[config.mk]
export PLATFORM = sky130hd
export DESIGN_NAME = mode_counter
export DESIGN_NICKNAME = d
export VERILOG_FILES = /design/src/rtl/counter_pkg.sv /design/src/rtl/prescaler.sv /design/src/rtl/mode_counter.sv
export SDC_FILE = /design/constraint.sdc
export NUM_CORES = 1
export LEC_CHECK = 0
export ABC_AREA = 1
export CORE_MARGIN = 2
export CORE_UTILIZATION = 54
export DETAILED_ROUTE_END_ITERATION = 10
export PLACE_DENSITY = 0.82
export SYNTH_ARGS = -nofsm -noshare
export SYNTH_HDL_FRONTEND = slang
export SYNTH_SLANG_ARGS = --single-unit
[constraint.sdc]
create_clock -name clk -period 5.1 [get_ports clk]
set_input_delay 1.53 -clock clk [delete_from_list [all_inputs] [get_ports clk]]
set_output_delay 1.53 -clock clk [all_outputs]
set_load 0.1 [all_outputs]
[src/rtl/counter_pkg.sv]
// Shared types and default sizes for the multi-mode counter.
package counter_pkg;

    typedef enum logic [1:0] {
        WRAP     = 2'b00,
        SAT      = 2'b01,
        ONESHOT  = 2'b10,
        PINGPONG = 2'b11
    } cnt_mode_t;

    localparam int unsigned DEF_WIDTH   = 8;
    localparam int unsigned DEF_PRESC_W = 4;

endpackage

[src/rtl/prescaler.sv]
// Enable-gated prescaler: strobes tick every div+1 enabled cycles.
module prescaler
    import counter_pkg::*;
#(
    parameter int unsigned PRESC_W = DEF_PRESC_W
) (
    input  logic               clk,
    input  logic               rst,
    input  logic               en,
    input  logic               clr,
    input  logic [PRESC_W-1:0] div,
    output logic               tick
);

    logic [PRESC_W-1:0] pq_q, pq_d;

    assign tick = en && (pq_q == div);

    // Lowering div below pq just lets the increment wrap around to it.
    always_comb begin
        pq_d = pq_q;
        if (clr || tick) begin
            pq_d = '0;
        end else if (en) begin
            pq_d = pq_q + PRESC_W'(1);
        end
    end

    always_ff @(posedge clk) begin
        if (rst) begin
            pq_q <= '0;
        end else begin
            pq_q <= pq_d;
        end
    end

endmodule

[src/rtl/mode_counter.sv]
// Multi-mode counter: WRAP / SAT / ONESHOT / PINGPONG terminal behaviour,
// prescaled stepping, synchronous load, compare match and sticky overflow.
module mode_counter
    import counter_pkg::*;
#(
    parameter int unsigned WIDTH   = DEF_WIDTH,
    parameter int unsigned PRESC_W = DEF_PRESC_W
) (
    input  logic               clk,
    input  logic               rst,
    input  logic               en,
    input  logic               dir,
    input  logic [1:0]         mode,
    input  logic [PRESC_W-1:0] presc_div,
    input  logic               load,
    input  logic [WIDTH-1:0]   load_val,
    input  logic [WIDTH-1:0]   cmp_val,
    input  logic               ovf_clr,
    output logic [WIDTH-1:0]   count,
    output logic               tick,
    output logic               tc,
    output logic               cmp_match,
    output logic               ovf,
    output logic               running
);

    localparam logic [WIDTH-1:0] MAX = '1;

    logic [WIDTH-1:0] count_q, count_d;
    logic             dir_q, dir_d;
    logic             running_q, running_d;
    logic             tc_q, tc_d;
    logic             ovf_q, ovf_d;

    cnt_mode_t mode_m;
    logic      eff_dir;
    logic      at_term;
    logic      step_en;
    logic      term_evt;

    prescaler #(
        .PRESC_W (PRESC_W)
    ) u_prescaler (
        .clk  (clk),
        .rst  (rst),
        .en   (en),
        .clr  (load),
        .div  (presc_div),
        .tick (tick)
    );

    assign mode_m   = cnt_mode_t'(mode);
    assign eff_dir  = (mode_m == PINGPONG) ? dir_q : dir;
    assign at_term  = eff_dir ? (count_q == MAX) : (count_q == '0);
    // A disarmed one-shot swallows ticks entirely, so no terminal event either.
    assign step_en  = tick && !load && !((mode_m == ONESHOT) && !running_q);
    assign term_evt = step_en && at_term;

    always_comb begin
        count_d   = count_q;
        dir_d     = dir_q;
        running_d = running_q;
        tc_d      = 1'b0;
        ovf_d     = ovf_q;

        if (load) begin
            count_d   = load_val;
            dir_d     = dir;
            running_d = 1'b1;
        end else begin
            if (step_en) begin
                if (!at_term) begin
                    count_d = eff_dir ? count_q + WIDTH'(1) : count_q - WIDTH'(1);
                end else begin
                    case (mode_m)
                        WRAP:     count_d = eff_dir ? '0 : MAX;
                        SAT:      count_d = count_q;
                        ONESHOT:  running_d = 1'b0;
                        PINGPONG: begin
                            dir_d   = ~dir_q;
                            // At MAX going up we step down, at 0 going down we step up.
                            count_d = dir_q ? count_q - WIDTH'(1) : count_q + WIDTH'(1);
                        end
                        default:  count_d = count_q;
                    endcase
                end
            end

            tc_d = term_evt;
            if (term_evt) begin
                ovf_d = 1'b1;
            end else if (ovf_clr) begin
                ovf_d = 1'b0;
            end

            if (mode_m != ONESHOT) begin
                running_d = 1'b1;
            end
        end
    end

    always_ff @(posedge clk) begin
        if (rst) begin
            count_q   <= '0;
            dir_q     <= 1'b1;
            running_q <= 1'b1;
            tc_q      <= 1'b0;
            ovf_q     <= 1'b0;
        end else begin
            count_q   <= count_d;
            dir_q     <= dir_d;
            running_q <= running_d;
            tc_q      <= tc_d;
            ovf_q     <= ovf_d;
        end
    end

    assign count     = count_q;
    assign tc        = tc_q;
    assign ovf       = ovf_q;
    assign running   = running_q;
    assign cmp_match = (count_q == cmp_val);

endmodule

==> impl_metrics.env, run 1 <==
export IMPL_rsz0062_at_grt="false"
export IMPL_timing_worst_setup_path_type="input pin to output pin"
export IMPL_run_status="completed"
export IMPL_overflow=0
export IMPL_synth_seq_area_share=0.189
export IMPL_drt_vias_per_instance=5.02
export IMPL_start_util=0.560
export IMPL_drt_iter0_drc=143
export IMPL_drv_slew=0
export IMPL_synth_edf_count=0
export IMPL_routabilityCongestion=0.972
export IMPL_ys_top_cells_by_count="nand2_1 (88), nor2_1 (34), nand3_1 (32)"
export IMPL_drv_cap=0
export IMPL_yosys_warnings=0
export IMPL_grt_max_degree=14
export IMPL_p_total_mw=0.427
export IMPL_cts_setup_buffers=0
export IMPL_worst_pin_slew_ns=0.996
export IMPL_cp_start_kind="input pin"
export IMPL_hold_violations=0
export IMPL_clock_sinks=16
export IMPL_clock_latency_ns=0.29
export IMPL_syn_nets=323
export IMPL_synthesis_area_mm2=0.00170
export IMPL_antenna_cells=0
export IMPL_die_area_mm2=0.00360
export IMPL_cts_buffer_depth=2
export IMPL_synth_largest_area_cell="nand2_1"
export IMPL_yosysMostFrequentCell="nand2_1"
export IMPL_hold_buffers=0
export IMPL_synth_cell_types=33
export IMPL_ios=41
export IMPL_cts_buffers=3
export IMPL_syn_avg_cell_area_um2=5.87
export IMPL_cts_root_buf="clkbuf_4"
export IMPL_dp_hpwl_um=3360
export IMPL_fin_crit_ns=4.31
export IMPL_path_clk_slew_ns=0.10
export IMPL_fin_nets=361
export IMPL_synth_area_leaders="nand2_1 (19%), dfxtp_1 (19%), nand3_1 (9.4%)"
export IMPL_ir_worst_vdd_mv=0.141
export IMPL_p_leak_nw=1.03
export IMPL_routed_wl_um=4290
export IMPL_slew_headroom=0.334
export IMPL_synth_main_ff_cell="dfxtp_1"
export IMPL_synth_seq_cells=16
export IMPL_die_y_um=60.0
export IMPL_die_w_um=60.0
export IMPL_antenna_left=0
export IMPL_firstDrtPassIters=4
export IMPL_grtUsageTotal=0.262
export IMPL_power_density_mw_per_mm2=198
export IMPL_final_period_utilization=0.845
export IMPL_h_tree_depth=1
export IMPL_final_layout_size_suffix_gt1_frac=0.111
export IMPL_grt_pass1_wl_um=7070
export IMPL_fmax_mhz=232
export IMPL_place_worst_setup_slack_ns=0.775
export IMPL_worst_path_max_fanout=2
export IMPL_cts_resized=0
export IMPL_fin_ws_ns=0.792
export IMPL_wire_per_inst_um=11.6
export IMPL_netlist_area_leader_share=0.195
export IMPL_dr_total_vias=1852
export IMPL_finClkSkew_ns=0.0137
export IMPL_rows=20
export IMPL_syn_inst=289
export IMPL_cp_required_ns=3.57
export IMPL_grt_pass1_vias=1560
export IMPL_hold_path_class="flip-flop to flip-flop"
export IMPL_setup_tns_ns=0
export IMPL_io_buffers=40
export IMPL_worstPathArrival_ns=2.78
export IMPL_core_area_mm2=0.00303
export IMPL_antenna_found_initial=0
export IMPL_drc=0
export IMPL_final_setup_viol_count=0
export IMPL_syn2layout_area_growth_pct=27.2
export IMPL_async_reset_ff_frac=0
export IMPL_critPathCaptureType="output pin"
export IMPL_tritoncts="yes"
power breakdown:
part	leakage (nW)	internal, mW	total [mW]	switching [mW]
combinational	0.889	0.0751	0.211	0.136
sequential	0.131	0.132	0.148	0.0158
clock	0.0138	0.0275	0.0688	0.0413
cell usage in the layout, fill, tap and decap left out, types with 7 or more instances in the layout:
cell type,synthesis,final
nor2_1,34,34
a21oi_1,7,7
clkdlybuf4s50_1,0,38
dfxtp_1,16,16
xor2_1,9,9
o21ai_0,10,10
nand2_1,88,88
inv_1,31,31
nand3_1,32,32
through the flow:
step | hold slack, ns | instance area (um^2) | std cells | util
after floorplan | 0.464 | 1700 | 289 | -
after global placement | 0.455 | 2130 | 366 | 0.705
after detailed placement | 0.460 | 2130 | 366 | 0.705
after CTS | 0.474 | 2160 | 369 | 0.712
after global routing | 0.487 | 2160 | 369 | 0.712
final | 0.476 | 2160 | 369 | 0.712
routing by layer:
layer / part of all wire / GRT usage / vias to the layer above
li1: - / - / 976
met2: 0.46 / 0.415 / 73
met1: 0.46 / 0.359 / 794
met5: 0 / 0 / -
met4: 0.013 / 0.0667 / 0
met3: 0.060 / 0.0563 / 9
path summary, 6_finish.rpt:
kind	from	to	slack, ns	cells past startpoint
setup reg to reg	count[0]$_SDFFE_PP0P_	running$_SDFFE_PP1P_	3.31	11
hold reg to reg	ovf$_SDFFE_PP0P_	ovf$_SDFFE_PP0P_	0.48	2
setup / recovery	cmp_val[1]	cmp_match	0.79	5
hold / removal	ovf$_SDFFE_PP0P_	ovf$_SDFFE_PP0P_	0.48	2
worst max-delay path, stage by stage:
cell and delay [ns]:
clkdlybuf4s50_1 0.47, or2_2 0.11, nand4_1 0.11, nor4_2 0.34, buf_12 0.22
logic make-up (layout without fill, tap and decap cells):
group                      after synthesis  in the layout  synth area share
AOI/OAI and AO/OA                       29             29            0.0989
xor gates and xnor gates                14             14            0.0723
adders and majority gates                6              6            0.0443
buffers and inverters                   46             82             0.112
DFF                                     16             16             0.189
and+or+nand+nor                        178            178             0.483
area by class of cell:
cell class | count | area (um^2)
Sequential cell | 16 | 320
Timing Repair Buffer | 40 | 420
Clock buffer | 3 | 22.5
Fill cell | 278 | 871
Tap cell | 44 | 55.1
Inverter | 39 | 148
Multi-Input combinational cell | 227 | 1190
flip-flops by register name, summed over array words and instances, names as in the netlist:
| signal | cells |
|---|---|
| ovf | 1 |
| tc | 1 |
| dir_q | 1 |
| count | 8 |
| u_prescaler.pq_q | 4 |
| running | 1 |
Note: power is estimated with default switching activity, not from simulation.
==> run 2, diff against run 1 <==
CORE_UTILIZATION = 50   (was 54)
PLACE_DENSITY = 0.77   (was 0.82)
clock period = 4.2 ns   (was 5.1 ns; I/O delays follow)
==> impl_metrics.env, run 2 (synthesis results as in run 1) <==
export IMPL_run_status="completed"
export IMPL_hold_path_end="ovf$_SDFFE_PP0P_"
export IMPL_drv_cap=0
export IMPL_dr_total_vias=1919
export IMPL_timing_worst_setup_path_type="input pin to output pin"
export IMPL_fin_ws_ns=0.470
export IMPL_wire_per_inst_um=12.3
export IMPL_cp_required_ns=2.94
export IMPL_grtUsageTotal=0.243
export IMPL_h_tree_depth=1
export IMPL_tritoncts="yes"
export IMPL_final_common_cell="nand2_1"
export IMPL_grt_max_degree=14
export IMPL_dp_hpwl_um=3520
export IMPL_drt_iter0_drc=148
export IMPL_hold_ws_ns=0.490
export IMPL_rows=21
export IMPL_worst_pin_slew_ns=0.968
export IMPL_worstPathArrival_ns=2.47
export IMPL_final_period_utilization=0.888
export IMPL_cts_buffers=3
export IMPL_fin_nets=362
export IMPL_firstDrtPassIters=4
export IMPL_largest_reg_flops=8
export IMPL_ir_worst_vdd_mv=0.132
export IMPL_cts_setup_buffers=0
export IMPL_die_w_um=62.2
export IMPL_fmax_mhz=268
export IMPL_ios=41
export IMPL_final_setup_viol_count=0
export IMPL_antenna_cells=0
export IMPL_cp_start_kind="input pin"
export IMPL_p_leak_nw=1.05
export IMPL_io_buffers=40
export IMPL_syn2layout_area_growth_pct=27.9
export IMPL_final_layout_size_suffix_gt1_frac=0.123
export IMPL_worst_path_max_fanout=2
export IMPL_die_area_mm2=0.00387
export IMPL_place_worst_setup_slack_ns=0.453
export IMPL_finClkSkew_ns=0.00167
export IMPL_hold_path_cell_count=2
export IMPL_fin_crit_ns=3.73
export IMPL_die_y_um=62.2
export IMPL_grt_pass1_vias=1709
export IMPL_routabilityCongestion=0.992
export IMPL_drt_vias_per_instance=5.16
export IMPL_rr_worst_depth=11
export IMPL_hold_buffers=0
export IMPL_cts_resized=0
export IMPL_setup_tns_ns=0
export IMPL_overflow=0
export IMPL_clock_sinks=16
export IMPL_grt_pass1_wl_um=7700
export IMPL_start_util=0.516
export IMPL_critPathCaptureType="output pin"
export IMPL_slew_headroom=0.353
export IMPL_rsz0062_at_grt="false"
export IMPL_startpoint="cmp_val[1]"
export IMPL_core_area_mm2=0.00328
export IMPL_layout_common_cells="nand2_1 (88), clkdlybuf4s50_1 (35), nor2_1 (34), nand3_1 (32), inv_1 (31)"
export IMPL_r2r_end="running$_SDFFE_PP1P_"
export IMPL_routed_wl_um=4580
export IMPL_hold_start="ovf$_SDFFE_PP0P_"
export IMPL_timing_rr_start="count[0]$_SDFFE_PP0P_"
export IMPL_fill_cells=320
export IMPL_cts_buffer_depth=2
export IMPL_hold_violations=0
export IMPL_power_density_mw_per_mm2=241
export IMPL_clock_latency_ns=0.28
export IMPL_path_clk_slew_ns=0.09
export IMPL_r2r_setup_slack_ns=2.38
export IMPL_antenna_left=0
export IMPL_drv_slew=0
export IMPL_cts_root_buf="clkbuf_4"
export IMPL_drc=0
export IMPL_hold_path_class="flip-flop to flip-flop"
export IMPL_antenna_found_initial=0
## run 2: changes by cell type in the layout (fill, tap and decap cells not counted)
cell and change:
clkdlybuf4s50_1 -3, buf_4 +4, nor4_2 -1, nor4_4 +1
## run 2: report_power, final
group / total (mW) / switching, mW / internal, mW
Clock: 0.0809 / 0.0476 / 0.0333
Combinational: 0.260 / 0.169 / 0.0910
Sequential: 0.181 / 0.0205 / 0.160
Total: 0.522 / 0.237 / 0.285
## run 2: cell type report
| cell class | instances | area [um^2] | share of cell area |
|---|---|---|---|
| multi-input combinational | 227 | 1200 | 0.553 |
| timing repair buffer | 41 | 420 | 0.194 |
| clock buffer | 3 | 22.5 | 0.0104 |
| sequential | 16 | 320 | 0.148 |
| tap | 46 | 57.6 | 0.0265 |
| inverter | 39 | 148 | 0.0681 |
## run 2: critical path, cell delays in order
cell	delay (ns)
clkdlybuf4s50_1	0.47
or2_2	0.11
nand4_1	0.13
nor4_4	0.29
buf_12	0.21
## run 2: stage by stage
| stage | instances | instance area, um^2 | util | total power, mW |
|---|---|---|---|---|
| after detailed placement | 369 | 2150 | 0.653 | 0.441 |
| after floorplan | 289 | 1710 | - | 0.370 |
| final | 372 | 2170 | 0.660 | 0.522 |
| after CTS | 372 | 2170 | 0.660 | 0.525 |
| after global routing | 372 | 2170 | 0.660 | 0.560 |
| after global placement | 369 | 2150 | 0.653 | 0.438 |
## run 2: per-layer routing
metal / vias to the layer above / part of all wire / GRT usage
met1: 855 / 0.45 / 0.322
met2: 69 / 0.46 / 0.394
li1: 987 / - / -
met5: - / 0 / 0
met4: 0 / 0.015 / 0.0917
met3: 8 / 0.066 / 0.0435
## run 2: worst max-delay path by stage
| stage | slack [ns] | end | depth (start not counted) |
|---|---|---|---|
| detailed placement | 0.45 | cmp_match | 5 |
| global route | 0.32 | tick | 6 |
| global placement | 0.48 | cmp_match | 5 |
| CTS | 0.45 | cmp_match | 5 |
| finish | 0.47 | cmp_match | 5 |
| floorplan | 0.37 | cmp_match | 4 |
